`config.mk`:
```
export PLATFORM = sky130hd
export DESIGN_NAME = data_mem_ctrl
export DESIGN_NICKNAME = d
export VERILOG_FILES = /design/src/rtl/data_mem_ctrl_pkg.sv /design/src/rtl/data_mem_ctrl_load_extend.sv /design/src/rtl/data_mem_ctrl.sv
export SDC_FILE = /design/constraint.sdc
export NUM_CORES = 1
export LEC_CHECK = 0
export BUFFER_PORTS_ARGS = -buffer_cell sky130_fd_sc_hd__buf_2
export CELL_PAD_IN_SITES_DETAIL_PLACEMENT = 1
export CELL_PAD_IN_SITES_GLOBAL_PLACEMENT = 2
export CORE_MARGIN = 2
export CORE_UTILIZATION = 25
export CTS_CLUSTER_DIAMETER = 60
export DETAILED_ROUTE_END_ITERATION = 6
export HOLD_SLACK_MARGIN = 0.12
export PLACE_DENSITY = 0.67
export SYNTH_ARGS = -nofsm -noshare
export SYNTH_HDL_FRONTEND = slang
export SYNTH_HIERARCHICAL = 1
export SYNTH_SLANG_ARGS = --single-unit
export TNS_END_PERCENT = 10
```
`constraint.sdc`:
```
create_clock -name clk -period 2.1 [get_ports clk]
set_clock_uncertainty 0.2 [all_clocks]
set_input_delay 0.315 -clock clk [delete_from_list [all_inputs] [get_ports clk]]
set_output_delay 0.315 -clock clk [all_outputs]
set_load 0.005 [all_outputs]
```
`src/rtl/data_mem_ctrl_pkg.sv`:
```
// data_mem_ctrl_pkg
// Shared constants for the data memory controller: opcode and funct3
// encodings, FSM state encodings, byte-lane masks, and small decode
// helpers for legality, alignment and lane selection.
package data_mem_ctrl_pkg;

  localparam int OPCODE_WIDTH = 7;
  localparam int FUNCT3_WIDTH = 3;

  localparam logic [OPCODE_WIDTH-1:0] OPCODE_LOAD  = 7'b0000011;
  localparam logic [OPCODE_WIDTH-1:0] OPCODE_STORE = 7'b0100011;

  localparam logic [FUNCT3_WIDTH-1:0] FUNCT3_LB  = 3'b000;
  localparam logic [FUNCT3_WIDTH-1:0] FUNCT3_LH  = 3'b001;
  localparam logic [FUNCT3_WIDTH-1:0] FUNCT3_LW  = 3'b010;
  localparam logic [FUNCT3_WIDTH-1:0] FUNCT3_LBU = 3'b100;
  localparam logic [FUNCT3_WIDTH-1:0] FUNCT3_LHU = 3'b101;
  localparam logic [FUNCT3_WIDTH-1:0] FUNCT3_SB  = 3'b000;
  localparam logic [FUNCT3_WIDTH-1:0] FUNCT3_SH  = 3'b001;
  localparam logic [FUNCT3_WIDTH-1:0] FUNCT3_SW  = 3'b010;

  localparam logic [1:0] ST_IDLE   = 2'd0;
  localparam logic [1:0] ST_ACCESS = 2'd1;
  localparam logic [1:0] ST_RESP   = 2'd2;

  // Unshifted lane masks; shifted left by addr[1:0] to reach the target lanes.
  localparam logic [3:0] LANE_MASK_BYTE = 4'b0001;
  localparam logic [3:0] LANE_MASK_HALF = 4'b0011;
  localparam logic [3:0] LANE_MASK_WORD = 4'b1111;

  // Access size lives in funct3[1:0]: 00 byte, 01 halfword, 10 word.
  localparam logic [1:0] SIZE_BYTE = 2'b00;
  localparam logic [1:0] SIZE_HALF = 2'b01;
  localparam logic [1:0] SIZE_WORD = 2'b10;

  function automatic logic is_legal(input logic [OPCODE_WIDTH-1:0] opcode,
                                    input logic [FUNCT3_WIDTH-1:0] funct3);
    logic legal;
    legal = 1'b0;
    if (opcode == OPCODE_LOAD)
      legal = (funct3 == FUNCT3_LB)  || (funct3 == FUNCT3_LH) ||
              (funct3 == FUNCT3_LW)  || (funct3 == FUNCT3_LBU) ||
              (funct3 == FUNCT3_LHU);
    else if (opcode == OPCODE_STORE)
      legal = (funct3 == FUNCT3_SB) || (funct3 == FUNCT3_SH) ||
              (funct3 == FUNCT3_SW);
    return legal;
  endfunction

  function automatic logic is_misaligned(input logic [1:0] size,
                                         input logic [1:0] addr_lo);
    logic mis;
    mis = 1'b0;
    if (size == SIZE_HALF)
      mis = addr_lo[0];
    else if (size == SIZE_WORD)
      mis = |addr_lo;
    return mis;
  endfunction

  function automatic logic [3:0] lane_mask(input logic [1:0] size);
    logic [3:0] mask;
    case (size)
      SIZE_BYTE: mask = LANE_MASK_BYTE;
      SIZE_HALF: mask = LANE_MASK_HALF;
      SIZE_WORD: mask = LANE_MASK_WORD;
      default:   mask = 4'b0000;
    endcase
    return mask;
  endfunction

endpackage

```
`src/rtl/data_mem_ctrl_load_extend.sv`:
```
// load_extend
// Selects the addressed byte/halfword from a little-endian read word and
// sign- or zero-extends it according to funct3. Purely combinational.
// Ports:
//   rdata   - raw read word from memory
//   addr_lo - byte offset within the word
//   funct3  - load size/sign
//   ext     - extended load result
module load_extend
  import data_mem_ctrl_pkg::*;
(
  input  logic [31:0]             rdata,
  input  logic [1:0]              addr_lo,
  input  logic [FUNCT3_WIDTH-1:0] funct3,
  output logic [31:0]             ext
);

  logic [31:0] shifted;

  always_comb begin
    // Bring the addressed lane(s) down to bit 0 before extending.
    shifted = rdata >> {addr_lo, 3'b000};
    case (funct3)
      FUNCT3_LB:  ext = {{24{shifted[7]}}, shifted[7:0]};
      FUNCT3_LH:  ext = {{16{shifted[15]}}, shifted[15:0]};
      FUNCT3_LBU: ext = {24'h000000, shifted[7:0]};
      FUNCT3_LHU: ext = {16'h0000, shifted[15:0]};
      FUNCT3_LW:  ext = rdata;
      default:    ext = rdata;
    endcase
  end

endmodule

```
`src/rtl/data_mem_ctrl.sv`:
```
// data_mem_ctrl
// Sequences one load/store at a time between the memory stage and a
// word-wide data memory with a ready handshake. Flags illegal, misaligned
// and timed-out accesses; stalls the pipeline while busy.
// Ports:
//   clk, rst_n            - clock, asynchronous active-low reset
//   req_valid/req_ready   - request handshake from the memory stage
//   opcode, funct3        - access type and size/sign
//   addr, wdata           - byte address, right-justified store data
//   stall                 - hold pipeline
//   resp_valid/data/err   - one-cycle completion pulse with result
//   mem_en/we/addr/wdata  - memory request (held until mem_ready)
//   mem_rdata, mem_ready  - memory read data and completion
module data_mem_ctrl
  import data_mem_ctrl_pkg::*;
#(
  parameter int N       = 32,
  parameter int TIMEOUT = 16
) (
  input  logic                    clk,
  input  logic                    rst_n,
  input  logic                    req_valid,
  output logic                    req_ready,
  input  logic [OPCODE_WIDTH-1:0] opcode,
  input  logic [FUNCT3_WIDTH-1:0] funct3,
  input  logic [N-1:0]            addr,
  input  logic [N-1:0]            wdata,
  output logic                    stall,
  output logic                    resp_valid,
  output logic [N-1:0]            resp_data,
  output logic                    resp_err,
  output logic                    mem_en,
  output logic [3:0]              mem_we,
  output logic [N-1:0]            mem_addr,
  output logic [N-1:0]            mem_wdata,
  input  logic [N-1:0]            mem_rdata,
  input  logic                    mem_ready
);

  localparam int CNT_W = 16;
  localparam logic [CNT_W-1:0] TIMEOUT_CNT = CNT_W'(TIMEOUT);

  logic [1:0]              state_q, state_d;
  logic [CNT_W-1:0]        cnt_q, cnt_d;
  logic                    is_load_q, is_load_d;
  logic [FUNCT3_WIDTH-1:0] funct3_q, funct3_d;
  logic [1:0]              addr_lo_q, addr_lo_d;
  logic                    resp_valid_q, resp_valid_d;
  logic                    resp_err_q, resp_err_d;
  logic [N-1:0]            resp_data_q, resp_data_d;
  logic                    mem_en_q, mem_en_d;
  logic [3:0]              mem_we_q, mem_we_d;
  logic [N-1:0]            mem_addr_q, mem_addr_d;
  logic [N-1:0]            mem_wdata_q, mem_wdata_d;
  logic [N-1:0]            load_word;

  load_extend u_load_extend (
    .rdata   (mem_rdata),
    .addr_lo (addr_lo_q),
    .funct3  (funct3_q),
    .ext     (load_word)
  );

  // rst_n gates stall so a reset mid-access releases the pipeline at once.
  assign req_ready = (state_q == ST_IDLE);
  assign stall     = req_valid & rst_n & (state_q != ST_RESP);

  assign resp_valid = resp_valid_q;
  assign resp_err   = resp_err_q;
  assign resp_data  = resp_data_q;
  assign mem_en     = mem_en_q;
  assign mem_we     = mem_we_q;
  assign mem_addr   = mem_addr_q;
  assign mem_wdata  = mem_wdata_q;

  // Next-state logic. Response outputs are computed for the cycle being
  // entered, so resp_valid is high exactly while the FSM sits in RESP.
  always_comb begin
    state_d      = state_q;
    cnt_d        = cnt_q;
    is_load_d    = is_load_q;
    funct3_d     = funct3_q;
    addr_lo_d    = addr_lo_q;
    resp_valid_d = 1'b0;
    resp_err_d   = 1'b0;
    resp_data_d  = '0;
    mem_en_d     = 1'b0;
    mem_we_d     = 4'b0000;
    mem_addr_d   = mem_addr_q;
    mem_wdata_d  = mem_wdata_q;

    case (state_q)
      ST_IDLE: begin
        if (req_valid) begin
          is_load_d = (opcode == OPCODE_LOAD);
          funct3_d  = funct3;
          addr_lo_d = addr[1:0];
          if (!is_legal(opcode, funct3) || is_misaligned(funct3[1:0], addr[1:0])) begin
            state_d      = ST_RESP;
            resp_valid_d = 1'b1;
            resp_err_d   = 1'b1;
          end else begin
            state_d    = ST_ACCESS;
            cnt_d      = '0;
            mem_en_d   = 1'b1;
            mem_addr_d = {addr[N-1:2], 2'b00};
            if (opcode == OPCODE_STORE) begin
              mem_we_d    = lane_mask(funct3[1:0]) << addr[1:0];
              mem_wdata_d = wdata << {addr[1:0], 3'b000};
            end else begin
              mem_wdata_d = '0;
            end
          end
        end
      end

      ST_ACCESS: begin
        // mem_ready takes priority over an expiring timeout.
        if (mem_ready) begin
          state_d      = ST_RESP;
          resp_valid_d = 1'b1;
          if (is_load_q)
            resp_data_d = load_word;
        end else if ((TIMEOUT != 0) && (cnt_q == TIMEOUT_CNT)) begin
          state_d      = ST_RESP;
          resp_valid_d = 1'b1;
          resp_err_d   = 1'b1;
        end else begin
          cnt_d    = cnt_q + 1'b1;
          mem_en_d = 1'b1;
          mem_we_d = mem_we_q;
        end
      end

      ST_RESP: begin
        state_d = ST_IDLE;
      end

      default: begin
        state_d = ST_IDLE;
      end
    endcase
  end

  always_ff @(posedge clk or negedge rst_n) begin
    if (!rst_n) begin
      state_q      <= ST_IDLE;
      cnt_q        <= '0;
      is_load_q    <= 1'b0;
      funct3_q     <= '0;
      addr_lo_q    <= 2'b00;
      resp_valid_q <= 1'b0;
      resp_err_q   <= 1'b0;
      resp_data_q  <= '0;
      mem_en_q     <= 1'b0;
      mem_we_q     <= 4'b0000;
      mem_addr_q   <= '0;
      mem_wdata_q  <= '0;
    end else begin
      state_q      <= state_d;
      cnt_q        <= cnt_d;
      is_load_q    <= is_load_d;
      funct3_q     <= funct3_d;
      addr_lo_q    <= addr_lo_d;
      resp_valid_q <= resp_valid_d;
      resp_err_q   <= resp_err_d;
      resp_data_q  <= resp_data_d;
      mem_en_q     <= mem_en_d;
      mem_we_q     <= mem_we_d;
      mem_addr_q   <= mem_addr_d;
      mem_wdata_q  <= mem_wdata_d;
    end
  end

endmodule

```
* Word level (Yosys, flattened, before mapping)
Index checks and enable logic that the tools add are counted.
** Word-level totals
- Word-level logic and storage cells :: 100
- Register bits :: 125
- Output and inout port bits :: 105
** Cells by class
- Bitwise logic cells :: 3
- $add $sub $neg :: 1
- Equal/unequal tests :: 19
- Shift operators :: 3
- Multiplexer cells :: 46
- Reductions and logical operators :: 16
** Operator list (number)
- $mux 32 :: 4
- $pmux 32 s4 :: 1
- $mux 16 :: 4
- $mux 4 :: 9
- $pmux 16 s2 :: 1
- $shl 32x5->32 :: 1
- $shr 32x5->16 :: 1
- $mux 1 :: 17
- $add 16x1->16 const B :: 1
- $eq 16x5->1 const B :: 1
- $eq 3x3->1 const B :: 4
- $pmux 4 s3 :: 1
- $ne 2x2->1 const B :: 5
- $mux 2 :: 4
- $pmux 4 s2 :: 1
- $eq 7x2->1 const B :: 1
- $eq 7x6->1 const B :: 1
- $eq 3x1->1 const B :: 2
- $logic_not 3->1 :: 2
- $pmux 1 s2 :: 3
- $logic_or 1x1->1 :: 5
- $reduce_and 5->1 :: 1
- $eq 2x1->1 const B :: 2
- $logic_not 2->1 :: 2
- other kinds (12) :: 14

* Logic depth before layout (Yosys ltp)
Gate-level depths: netlist of the first run.
- Depth in word-level cells :: 18
- Gate-level depth with buffers :: 10
- Mapped depth without buffers :: 8

* Modules after synthesis
Netlist of the first run, hierarchy kept.
** Modules (own cells, without submodules)
- data_mem_ctrl :: cells each 472, seq. area each 3128.0 um^2, times used 1, area an instance 5439.0 um^2
- load_extend :: cells each 106, seq. area each 0.0 um^2, times used 1, area an instance 691.9 um^2

* Worst setup path after synthesis of the first run
Ideal clock, no wire load.
- Kind :: flip-flop to flip-flop
- Start :: reg cnt_q[0]
- End :: reg cnt_q[14]
- Buffers on the path :: 1
- Required time :: 1.774 ns
- Path slack :: 0.006 ns
- Arrival :: 1.768 ns
- Cell stages (with the launch flop) :: 9
- Clock period less this slack :: 2.094 ns
- Cell sequence :: dfrtp_1 inv_1 ha_1 nor4b_1 and4_1 or2b_4 and2_1 buf_4 a221o_1
** On the way
- Cells in the longest elaborated chain, start to end :: 4
- Elaborated cells between the ends (all ways) :: 7
- Classes of those cells :: 1 x add/sub; 2 x eq/ne; 3 x mux; 1 x reduce/logical
** Ends and longest elaborated chain
- from (decl) :: line data_mem_ctrl.sv:44 : logic [CNT_W-1:0] cnt_q, cnt_d;
- from (signal assigned) :: line data_mem_ctrl.sv:161 : cnt_q <= cnt_d;
- $add 16x1->16 :: line data_mem_ctrl.sv:129 : cnt_d = cnt_q + 1'b1;
- $mux 16 :: line data_mem_ctrl.sv:124 : end else if ((TIMEOUT != 0) && (cnt_q == TIMEOUT_CNT)) begin
- $mux 16 :: line data_mem_ctrl.sv:119 : if (mem_ready) begin
- $pmux 16 s2 :: line data_mem_ctrl.sv:92 : case (state_q)
Several ways; a longest one is shown, not always the timed one. The select of a mux whose other input is x is not followed.
A chain may end at the register's enable or synchronous reset.

* Final worst setup path of the first run
- Start :: in mem_rdata[31]
- End :: reg resp_data_q[16] (netlist: resp_data[16])
** On the way
- Cells in the longest elaborated chain, start to end :: 5
** Ends and longest elaborated chain
- from (decl) :: line data_mem_ctrl.sv:36 : input logic [N-1:0] mem_rdata,
- $shr 32x5->16 :: line data_mem_ctrl_load_extend.sv:22 : shifted = rdata >> {addr_lo, 3'b000};
- $pmux 32 s4 :: line data_mem_ctrl_load_extend.sv:23 : case (funct3)
- net load_word[16] :: line data_mem_ctrl.sv:55 : logic [N-1:0] load_word;
- $mux 32 :: line data_mem_ctrl.sv:122 : if (is_load_q)
- $mux 32 :: line data_mem_ctrl.sv:119
- $mux 32 :: line data_mem_ctrl.sv:92
- net resp_data_d[16] :: line data_mem_ctrl.sv:50 : logic [N-1:0] resp_data_q, resp_data_d;
- to (signal assigned) :: line data_mem_ctrl.sv:167 : resp_data_q <= resp_data_d;
- to (decl) :: line data_mem_ctrl.sv:50
The timed path passes the listed nets, and every way through them passes these cells.

==> results.txt, run 1 <==
Sorting the synthesized cells by area gives the leading types as sky130_fd_sc_hd__dfrtp_1 (51%), sky130_fd_sc_hd__mux2_2 (7.0%), sky130_fd_sc_hd__nand2_1 (4.8%), sky130_fd_sc_hd__and2_1 (3.7%), sky130_fd_sc_hd__mux2i_1 (3.4%). The post-synthesis share of cell area spent on full adders, half adders and majority gates came out at 0.0143. The total length of routed wires came out at between 20000 and 25000 um. The final weighted congestion in routability-driven placement is about 0.76. The final hold slack came out at 135 ps.

The setup TNS is 0 ps. The initial antenna violation count is 2. The area fraction in compound gates after synthesis is 0.179. The worst reg2reg path endpoint is cnt_q[12]. Summed over all nets, the half-perimeter wirelength after detailed placement is around 15000 um. The critical path launch point type is a primary input. The starting utilization of the core area is 0.254.

Across every metal layer, demand over resource in global routing totals 0.170. After detailed placement, the design holds a cell count of roughly 1100. The post-placement setup slack is -352 ps. The critical setup path kind is in -> reg.

The DRC violation count after routing is 0. The number of synthesized flops with an enable pin came out at 0. The post-synthesis instance total came out at just under 600.

The number of max-slew violations in the final report came to 0. The die covers around 26000 um^2. The flop and latch count out of synthesis came out at about 130.

The count of yosys warnings during synthesis is 6. Clock-pin slew was measured on the worst setup and hold paths at around 60 ps. The transition at the pin with the smallest max-transition slack is about 870 ps.

The top cell types in the final layout, fill and taps aside, are sky130_fd_sc_hd__buf_2 (211), sky130_fd_sc_hd__dfrtp_1 (125), sky130_fd_sc_hd__nand2_1 (78). The required time of the critical path is around 2200 ps. Once routing completed, OpenROAD measured the worst setup slack at 44.4 ps.

The worst-case register-to-register setup slack came out at 80 ps. For the worst setup path, the data arrival time is around 2200 ps. The worst hold path terminates at mem_wdata[12]. Along the worst path, the maximum fanout reaches 16. Global routing finished with a remaining overflow of 0. The core area came out at 24200 um^2. The count of buffering cells on the critical path with inverters included is 3. The count of final setup violators came out at 0. The insertion delay to the later sink of the worst-skew pair is approximately 410 ps. The peak per-stage delay on the critical path came out at ~550 ps. The worst register-to-register path begins at cnt_q[0]. The number of standard-cell rows in the floorplan is between 50 and 60.

The worst hold path depth is 3. The number of CTS-inserted buffers came out at 17. The highest clock frequency the design can meet came out at 0.486 GHz. The clock passes through at most 2 buffers. The fraction of synthesized cell area taken by the top area cell type came out at 0.510. The clock period minus final worst setup slack is a little over 2000 ps. For this design the ratio of total power to cell area is around 690 nW/um^2. Using the TritonRoute via totals, the vias-per-cell ratio works out to ~4.6. The via count of the first global-routing pass is about 6200. The area added between synthesis and finish came out at 53.2%. Across all layers, the routed design uses roughly 5800 vias. The residual antenna-violating net count after detailed routing came out at 0. The worst register-to-register path has a depth of 8. The proportion of register bits with asynchronous set or reset after synthesis came out at 1.00. The critical path goes through dlygate4sd3_1, buf_2, mux4_2, o211ai_4, buf_12, o21ai_0, and2_1. Setup repair after global routing could not meet its margin everywhere. The synthesized area is 6130 um^2. The sequential share of the synthesized area came out at 0.510.

The flow ran to the end, and the final reports show no timing, DRC or antenna violations. The die is ~160 um wide. The global-route wire length before repair is between 30000 and 40000 um. The proportion of synthesized area in mux cells is 0.108. In the final routed layout, each cell accounts on average for 17.2 um. Measured along the y axis, the die boundary spans 161 um. In the synthesized netlist the dominant register cell turns out to be sky130_fd_sc_hd__dfrtp_1. On the critical path the largest part of the delay comes from buffers and inverters. The final hold violation count came out at 0. In the final layout, the share of cells above drive strength 1 is 0.396.

The number of DRC markers in iteration 0 came out at roughly 160. The root buffer selected by CTS is sky130_fd_sc_hd__clkbuf_16. The synthesized area per cell came out at about 11 um^2. The count of cell types in the netlist came out at 59. By area, the combinational part of the netlist is dominated by compound AO/OA/AOI/OAI gates. The finished layout holds about 1300 standard cells, fillers aside. The startpoint of the most critical hold path is wdata[12]. The leakage dissipation is a little under 0.005 uW. The post-synthesis share of cell area spent on xor and xnor gates came out at 0. The biggest area contributor in the post-synthesis netlist is sky130_fd_sc_hd__dfrtp_1. The cell with the largest stage delay on the worst path is sky130_fd_sc_hd__dlygate4sd3_1. The kind of end point of the critical path is a flop.

The clock tree from TritonCTS is done. The count of max-cap constraint violations came out at 0. The quantity of I/O buffers inserted on ports is about 210.

IR analysis of the VDD net gives a maximum drop of 0.000452 V. The min-delay analysis places its worst path in the category in -> reg. Pin placement for this block handled approximately 220 I/O pins. The number of iterations in the first detailed-routing pass is 4.

Of the total synthesized cell area, the portion taken by AND, OR, NAND and NOR gates is 0.147. The maximum number of pins on one net before global-route repair is between 100 and 150. The library cell used most frequently in the layout, excluding fill and tap cells, is sky130_fd_sc_hd__buf_2. The CTS sink count is 125. At the end of the flow, the number of nets in the layout was 1030. The number of levels in the clock H-tree came out at 4. In this run the tightest slew margin relative to its limit is 0.423. In the finished design, the share of the clock period the worst path needs comes to 0.979.
-- cell families (layout without fill, tap and decap cells) --
family | after synthesis | in the layout
simple gates | 180 | 180
compound gates | 152 | 152
flops | 125 | 125
mux | 60 | 60
buf+inv | 53 | 400
fa+ha+maj | 7 | 7
other cells | 1 | 3
-- routing by layer --
metal	vias up	wire [um]	global-route usage
li1	2751	-	-
met1	2834	9840	0.223
met2	168	10400	0.285
met3	16	1120	0.0426
met4	2	210	0.0377
met5	-	13	0
-- power by group --
part	switching, uW	leakage [uW]	internal [uW]
sequential	40.5	0.00172	2460
clock	1140	0.000274	1810
combinational	511	0.00284	490
total	1690	0.00484	4760
-- through the flow --
stage          utilization  instance area (um^2)  total power (uW)
5_1_grt              0.389                  9390              6770
3_5_place_dp         0.330                  7980              3430
3_3_place_gp         0.330                  7980              3430
4_1_cts              0.387                  9350              6540
2_1_floorplan            -                  6130              2980
6_report             0.389                  9400              6450
-- cell type report --
type	instances	area (um^2)
Inverter	13	51.3
Multi-Input combinational cell	401	2800
Fill cell	2779	14800
Antenna cell	1	2.50
Sequential cell	125	3130
Clock inverter	13	141
Timing Repair Buffer	355	2420
Tap cell	324	405
Clock buffer	19	453
-- synth_stat cells, types with 5 or more instances --
cell	number
sky130_fd_sc_hd__o21ai_1	5
sky130_fd_sc_hd__mux2_2	38
sky130_fd_sc_hd__a2111oi_0	8
sky130_fd_sc_hd__ha_1	7
sky130_fd_sc_hd__a211oi_1	8
sky130_fd_sc_hd__a21oi_1	22
sky130_fd_sc_hd__dfrtp_1	125
sky130_fd_sc_hd__and3_1	5
sky130_fd_sc_hd__nor2_1	17
sky130_fd_sc_hd__a21o_1	9
sky130_fd_sc_hd__a22o_1	14
sky130_fd_sc_hd__buf_2	10
sky130_fd_sc_hd__o21ai_0	24
sky130_fd_sc_hd__mux2i_1	21
sky130_fd_sc_hd__a221oi_1	5
sky130_fd_sc_hd__nand2_1	78
sky130_fd_sc_hd__inv_1	12
sky130_fd_sc_hd__clkbuf_1	20
sky130_fd_sc_hd__a31oi_1	8
sky130_fd_sc_hd__nor3_1	5
sky130_fd_sc_hd__nand3_1	10
sky130_fd_sc_hd__nor2b_1	10
sky130_fd_sc_hd__and2_1	36
sky130_fd_sc_hd__o31ai_1	23
sky130_fd_sc_hd__a22oi_1	5
-- tightest hold or removal path: stages --
cell and delay (ps):
sky130_fd_sc_hd__buf_2 90, sky130_fd_sc_hd__mux2i_1 110, sky130_fd_sc_hd__o31ai_1 200
-- how the worst max path moves through the flow --
stage	start	end	slack [ps]	cells after the start
global route	funct3[2]	mem_wdata[25]	-0.2	8
detailed placement	funct3[0]	mem_wdata[25]	-350	10
finish	mem_rdata[31]	resp_data[16]	40	7
global placement	funct3[0]	mem_addr[3]	-260	10
CTS	cnt_q[0]	cnt_q[9]	1	8
floorplan	cnt_q[0]	cnt_q[14]	6	8
-- what timing repair did --
| action | in CTS | in global routing |
|---|---|---|
| gates resized for setup | 5 | 12 |
| setup buffers | 0 | 1 |
| pin swaps | 1 | 2 |
| hold buffers | 77 | 0 |
| endpoints found under the setup margin | 17 | 41 |
| endpoints found under the hold margin | 212 | 0 |
-- state kept, by name, summed over array words and instances, names as in the netlist --
| signal | cells |
|---|---|
| addr_lo_q | 2 |
| mem_en | 1 |
| mem_wdata | 32 |
| cnt_q | 16 |
| resp_valid | 1 |
| mem_addr | 30 |
| mem_we | 4 |
| funct3_q | 3 |
| state_q | 2 |
| resp_err | 1 |
| is_load_q | 1 |
| resp_data | 32 |
Note: power is estimated with default switching activity, not from simulation.
==> run 2: changes to the inputs <==
--- a/config.mk
+++ b/config.mk
@@ -14,6 +14,7 @@
 export DETAILED_ROUTE_END_ITERATION = 6
 export HOLD_SLACK_MARGIN = 0.12
 export PLACE_DENSITY = 0.67
+export REMOVE_ABC_BUFFERS = 1
 export SYNTH_ARGS = -nofsm -noshare
 export SYNTH_HDL_FRONTEND = slang
 export SYNTH_HIERARCHICAL = 1
==> results.txt, run 2 (synthesized netlist as in run 1, its figures left out) <==
In the layout the commonest cells are sky130_fd_sc_hd__buf_2 (210), sky130_fd_sc_hd__dfrtp_1 (125), sky130_fd_sc_hd__dlygate4sd3_1 (82). The highest ir drop seen on vdd is about 0.00035 V. The leakage dissipation came out at 0.00486 uW.

The combinational share of power came out at 0.154. The core region is 24200 um^2. The largest fanout of any net on the critical path came out at 4.

The antenna diode count is 0. Of the total power, the share spent switching nets is 0.260. Setup repair after global routing could not meet its margin everywhere. The number of CTS-inserted buffers came out at 17. The starting utilization of the core area is 0.254. The switching component of the power came out at between 1500 and 2000 uW. The share of cells above drive strength 1 is 0.399. The CTS sink count is about 130. The post-route clock period utilization is 0.992.

Measured against its own limit, the worst slew margin works out to 0.349. The min-delay analysis places its worst path in the category in -> reg. The critical path goes through inv_2, ha_1, nor4b_1, and4_1, buf_6, or2b_4, and2_4, a221o_1. The global-route congestion overflow total came out at 0. The clock network fraction of total power came out at 0.462. The number of standard-cell rows in the floorplan is 57. The count of buffering cells on the critical path with inverters included came out at 2. On the critical path the largest part of the delay comes from simple AND/OR/NAND/NOR gates. The required time of the critical path came out at between 2000 and 2500 ps. The kind of end point of the critical path is a flop.

The number of DRC markers in iteration 0 came out at around 220. The number of iterations in the first detailed-routing pass came out at 4. The flow ran to the end, and the final reports show no timing, DRC or antenna violations. The final hold slack is ~170 ps. The cell total after placement is ~1100. The clock passes through at most 2 buffers. The tool flagged a number of max-cap violations equal to 0. The width of the die came out at between 150 and 200 um. The area occupied by multi-input gates came out at between 2000 and 3000 um^2.

The residual antenna-violating net count after detailed routing came out at 0. The die covers between 20000 and 30000 um^2. For this design the top-level I/O count stands at 215. The insertion delay to the later sink of the worst-skew pair is just over 400 ps.

The clock tree from TritonCTS is done. The critical setup path kind is reg -> reg. The sequential share of power is 0.384.

The number of levels in the clock H-tree is 4. Static timing analysis puts the maximum clock frequency at ~0.48 GHz. The clock period minus final worst setup slack came out at 2080 ps. The via count of the first global-routing pass is roughly 6000.

The count of final setup violators is 0. Counting the fill cells in the layout gives around 2800. The total half-perimeter wirelength after legalization and detailed placement is around 15000 um.

The commonest non-fill, non-tap cell in the layout is sky130_fd_sc_hd__buf_2. The final-stage net count came out at 1036. The number of vias per cell is approximately 4.6. The critical path launch point type is a flop. The worst path arrival time is around 2200 ps. The initial antenna violation count is 0. The congestion estimate from routability-driven global placement came to between 0.7 and 0.8.

The transition at the pin with the smallest max-transition slack is ~980 ps. The power density over the cells is approximately 700 nW/um^2. The root buffer cell chosen for the clock tree is sky130_fd_sc_hd__clkbuf_16. The total routing usage reported by global routing came out at 0.165. The slowest stage of the critical path is the sky130_fd_sc_hd__dfrtp_1 cell.

The total area of sequential cells is 3130 um^2. The final hold violation count came out at 0. The cell-internal power is 4810 uW. The total length of routed wires came out at 21400 um. The die is roughly 160 um tall. The DRC violation count after routing is 0. The quantity of I/O buffers inserted on ports is between 200 and 250.

The average wire per cell in the routed design came out at between 15 and 20 um. The maximum number of pins on one net before global-route repair came out at ~130. The number of max-slew violations in the final report came out at 0. The peak per-stage delay on the critical path came out at ~360 ps. Relative to the synthesized area, the layout overhead comes to 54.5%. The post-layout instance count excluding filler cells came out at roughly 1300. After clock tree synthesis, the clock-pin slew on the worst setup and hold paths is about 60 ps. The number of vias after detailed routing is 5754. The global-route wire length before repair came out at around 33000 um. The final standard cell utilization of the core came out at 0.392.
[run 2: what timing repair did]
action | in CTS | in global routing
cloned | 0 | 0
hold endpoints to repair | 217 | 0
resized for setup | 10 | 14
hold buffers | 82 | 0
setup endpoints to repair | 22 | 29
setup buffers | 1 | 0
pin swaps | 2 | 4
[run 2: path summary, 6_finish.rpt]
check | startpoint | endpoint | slack, ps | depth (start not counted)
setup reg to reg | cnt_q[0] | cnt_q[14] | 20 | 8
setup / recovery | cnt_q[0] | cnt_q[14] | 20 | 8
max in group asynchronous | rst_n | mem_wdata[29] | 770 | 3
min in group asynchronous | rst_n | resp_data[7] | 370 | 3
hold / removal | wdata[17] | mem_wdata[17] | 170 | 5
hold reg to reg | mem_wdata[24] | mem_wdata[24] | 270 | 1
[run 2: per-layer routing]
| layer | up-vias | track usage | wire [um] |
|---|---|---|---|
| met5 | - | 0 | 0 |
| met4 | 0 | 0.0455 | 330 |
| met3 | 24 | 0.0390 | 1150 |
| met2 | 178 | 0.268 | 10000 |
| met1 | 2793 | 0.222 | 9940 |
| li1 | 2759 | - | - |
[run 2: power groups by stage]
stage	combinational, uW	sequential [uW]	clock [uW]
2_1_floorplan	361	2570	0
3_3_place_gp	864	2540	0
3_5_place_dp	870	2540	0
4_1_cts	1000	2490	3090
5_1_grt	1110	2500	3190
6_report	999	2490	3000
[run 2: stage by stage]
| stage | cell area (um^2) | TNS (ps) | total power [uW] | setup WS (ps) |
|---|---|---|---|---|
| CTS | 9430 | 0 | 6580 | 12.7 |
| detailed placement | 7980 | -13570 | 3410 | -237 |
| floorplan | 5930 | -126020 | 2930 | -1690 |
| finish | 9470 | 0 | 6490 | 16.0 |
| global route | 9470 | -70.4 | 6800 | -20.4 |
| global placement | 7980 | -9050 | 3400 | -170 |
[run 2: cell type report]
type / count / area share
Clock buffer: 17 / 0.0449
Clock inverter: 13 / 0.0178
Inverter: 13 / 0.00541
Multi-Input combinational cell: 401 / 0.298
Sequential cell: 125 / 0.330
Tap cell: 324 / 0.0428
Timing Repair Buffer: 361 / 0.261
[run 2: tightest hold or removal path, cell delays in order]
cell and delay [ps]:
sky130_fd_sc_hd__buf_2 80, sky130_fd_sc_hd__mux2i_1 50, sky130_fd_sc_hd__nor2_1 80, sky130_fd_sc_hd__a21oi_1 50
sky130_fd_sc_hd__o31ai_1 170
==> run 3: changes to the inputs <==
--- a/config.mk
+++ b/config.mk
@@ -13,7 +13,7 @@
 export CTS_CLUSTER_DIAMETER = 60
 export DETAILED_ROUTE_END_ITERATION = 6
 export HOLD_SLACK_MARGIN = 0.12
-export PLACE_DENSITY = 0.67
+export PLACE_DENSITY = 0.64
 export REMOVE_ABC_BUFFERS = 1
 export SYNTH_ARGS = -nofsm -noshare
 export SYNTH_HDL_FRONTEND = slang
==> constraint.sdc (replaced) <==
create_clock -name clk -period 2.64 [get_ports clk]
set_clock_uncertainty 0.2 [all_clocks]
set_input_delay 0.396 -clock clk [delete_from_list [all_inputs] [get_ports clk]]
set_output_delay 0.396 -clock clk [all_outputs]
set_load 0.005 [all_outputs]
==> results.txt, run 3 (synthesized netlist as in run 1, its figures left out) <==
The flow ran to the end, and the final reports show no timing, DRC or antenna violations. The clock period minus final worst setup slack is between 2000 and 2500 ps. Compared with the post-synthesis result, the final layout area differs by 43.3%. The number of DRC markers in iteration 0 came out at approximately 130.

The worst setup path is of the reg -> reg kind. The number of iterations in the first detailed-routing pass is 4. The width of the die is 161 um.

The clock network fraction of total power is 0.470. The transition at the pin with the smallest max-transition slack is approximately 670 ps. The longest clock path from root to sink contains 2 buffers. For this run, design rule violations remaining after detail routing come to 0.

The core area is around 24000 um^2. The slowest stage of the critical path belongs to the cell sky130_fd_sc_hd__dfrtp_1. The via count of the first global-routing pass was ~6000. The power density over the cells came out at 576 nW/um^2.

The combinational share of power came out at 0.136. The count of buffers added on input and output ports is roughly 210. The number of levels in the clock H-tree is 4. The tree is rooted in a sky130_fd_sc_hd__clkbuf_16. The cell total after placement is 1098. The first global-routing pass estimated approximately 33000 um of wire. For this design the top-level I/O count stands at roughly 220. Setup violations remaining at the end of the flow were counted as 0. The signal on the critical path passes through inv_1, ha_1, nor4b_2, and4_1, or2b_4, and2_1, inv_2, a31oi_1. The switching component of the power is 1350 uW.

The CTS sink count is 125. For this block, the routed nets add up to 20600 um of wire. The cell-internal power is 3710 uW. The total overflow left after global routing is 0.

The final standard cell utilization of the core is 0.363. The post-route clock period utilization came out at 0.897. The count of max-cap constraint violations is 0. The peak per-stage delay on the critical path is a little over 400 ps.

The die outline height came out at around 160 um. Entering global routing, the biggest net connects ~130 pins. STA classifies the critical path endpoint as a flop.

The initialized floorplan defines 57 standard-cell rows. In this run the tightest slew margin relative to its limit is 0.552. The switching part of the total is 0.267. The number of max-slew violations in the final report is 0.

Routability-driven placement finished with a final weighted congestion of roughly 0.80. After detailed routing, the average wire length per cell comes to 17.4 um. The required time of the critical path is between 2000 and 3000 ps. The path depth of the worst reg2reg path is 8.

The worst path arrival time came out at about 2500 ps. The insertion delay to the later sink of the worst-skew pair is between 400 and 500 ps. TritonCTS created 17 clock buffers.

The number of vias after detailed routing came out at about 5600. The worst hold path depth came out at 4. Leaving out fill and tap cells, the most frequent cell in the layout is sky130_fd_sc_hd__buf_2. The highest clock frequency the design can meet is between 0.4 and 0.5 GHz. For this configuration, the core starts out at a cell density of 0.254.

The number of post-CTS setup repair buffers came out at 0. The largest fanout of any net on the critical path is 12. The final hold violation count is 0. The share of cells above drive strength 1 came out at 0.369. Counting the fill cells in the layout gives around 2700.

After routing the design area is between 8000 and 9000 um^2. The total half-perimeter wirelength after legalization and detailed placement is 15100 um. The initial antenna violation count came out at 2. TritonCTS built the clock tree.

Of the total power, registers draw 0.394. The worst path meets setup with 272 ps of slack. In the layout the commonest cells are sky130_fd_sc_hd__buf_2 (211), sky130_fd_sc_hd__dfrtp_1 (125), sky130_fd_sc_hd__nand2_1 (78). The number of vias per cell came out at ~4.7.

The total power draw came out at 5060 uW. The clock-pin slew of the registers on the worst-case setup and hold paths is about 60 ps. The post-placement setup slack came out at 35.4 ps.

Setup repair after global routing left no endpoint under its margin. Summed over all cells, the static leakage comes to between 0.004 and 0.005 uW. The detail route stage leaves a number of antenna-violating nets equal to 0. The worst hold path belongs to the class in -> reg. The final layout contains around 960 nets. The highest ir drop seen on vdd is between 0.0003 and 0.0004 V. STA classifies the critical path startpoint as a flop. The total cell area at the placement stage came out at 7640 um^2.

The post-layout instance count excluding filler cells is around 1200. The total routing usage reported by global routing is 0.163. The die covers approximately 26000 um^2.
==> run 3: routing by layer <==
| layer | share of wire | GRT usage |
|---|---|---|
| met1 | 0.45 | 0.208 |
| met2 | 0.48 | 0.275 |
| met3 | 0.051 | 0.0400 |
| met4 | 0.018 | 0.0483 |
| met5 | 0.00034 | 0 |
==> run 3: path summary, 6_finish.rpt <==
check / start / end / slack [ps]
min in group asynchronous: rst_n / resp_data[10] / 590
hold reg to reg: mem_wdata[25] / mem_wdata[25] / 270
max in group asynchronous: rst_n / cnt_q[4] / 1170
hold / removal: mem_rdata[27] / resp_data[27] / 140
setup reg to reg: cnt_q[0] / cnt_q[7] / 270
setup / recovery: cnt_q[0] / cnt_q[7] / 270
==> run 3: power groups by stage <==
stage	combinational [uW]	sequential (uW)	clock (uW)
CTS	696	2000	2450
finish	688	2000	2380
global placement	617	2030	0
floorplan	287	2050	0
global route	771	2000	2540
detailed placement	630	2030	0
==> run 3: cell type report <==
type                            count  area, um^2  area share
Inverter                           13        48.8     0.00555
Clock buffer                       19         443      0.0504
Timing Repair Buffer              289        1830       0.208
Sequential cell                   125        3130       0.356
Tap cell                          324         405      0.0461
Clock inverter                     13         154      0.0175
Antenna cell                        2        5.00    0.000570
Multi-Input combinational cell    401        2770       0.316
==> run 3: timing repair <==
action / in CTS / in global routing
gates resized for setup: 0 / 1
hold buffers: 54 / 0
setup endpoints to repair: 0 / 5
hold endpoints to repair: 183 / 0
==> run 3: metrics by stage <==
step                TNS (ps)  hold slack, ps
finish                     0             138
global route               0             150
CTS                        0             123
detailed placement         0             264
global placement           0             261
floorplan             -87460           -99.6
==> run 3: worst max-delay path: cells and delay by family (launching register included) <==
family	cells	cell delay, ps
buffers and inverters	2	300
AO/OA/AOI/OAI	1	230
flip-flops	1	410
AND/OR/NAND/NOR	4	970
adder cells (fa/ha/maj)	1	150
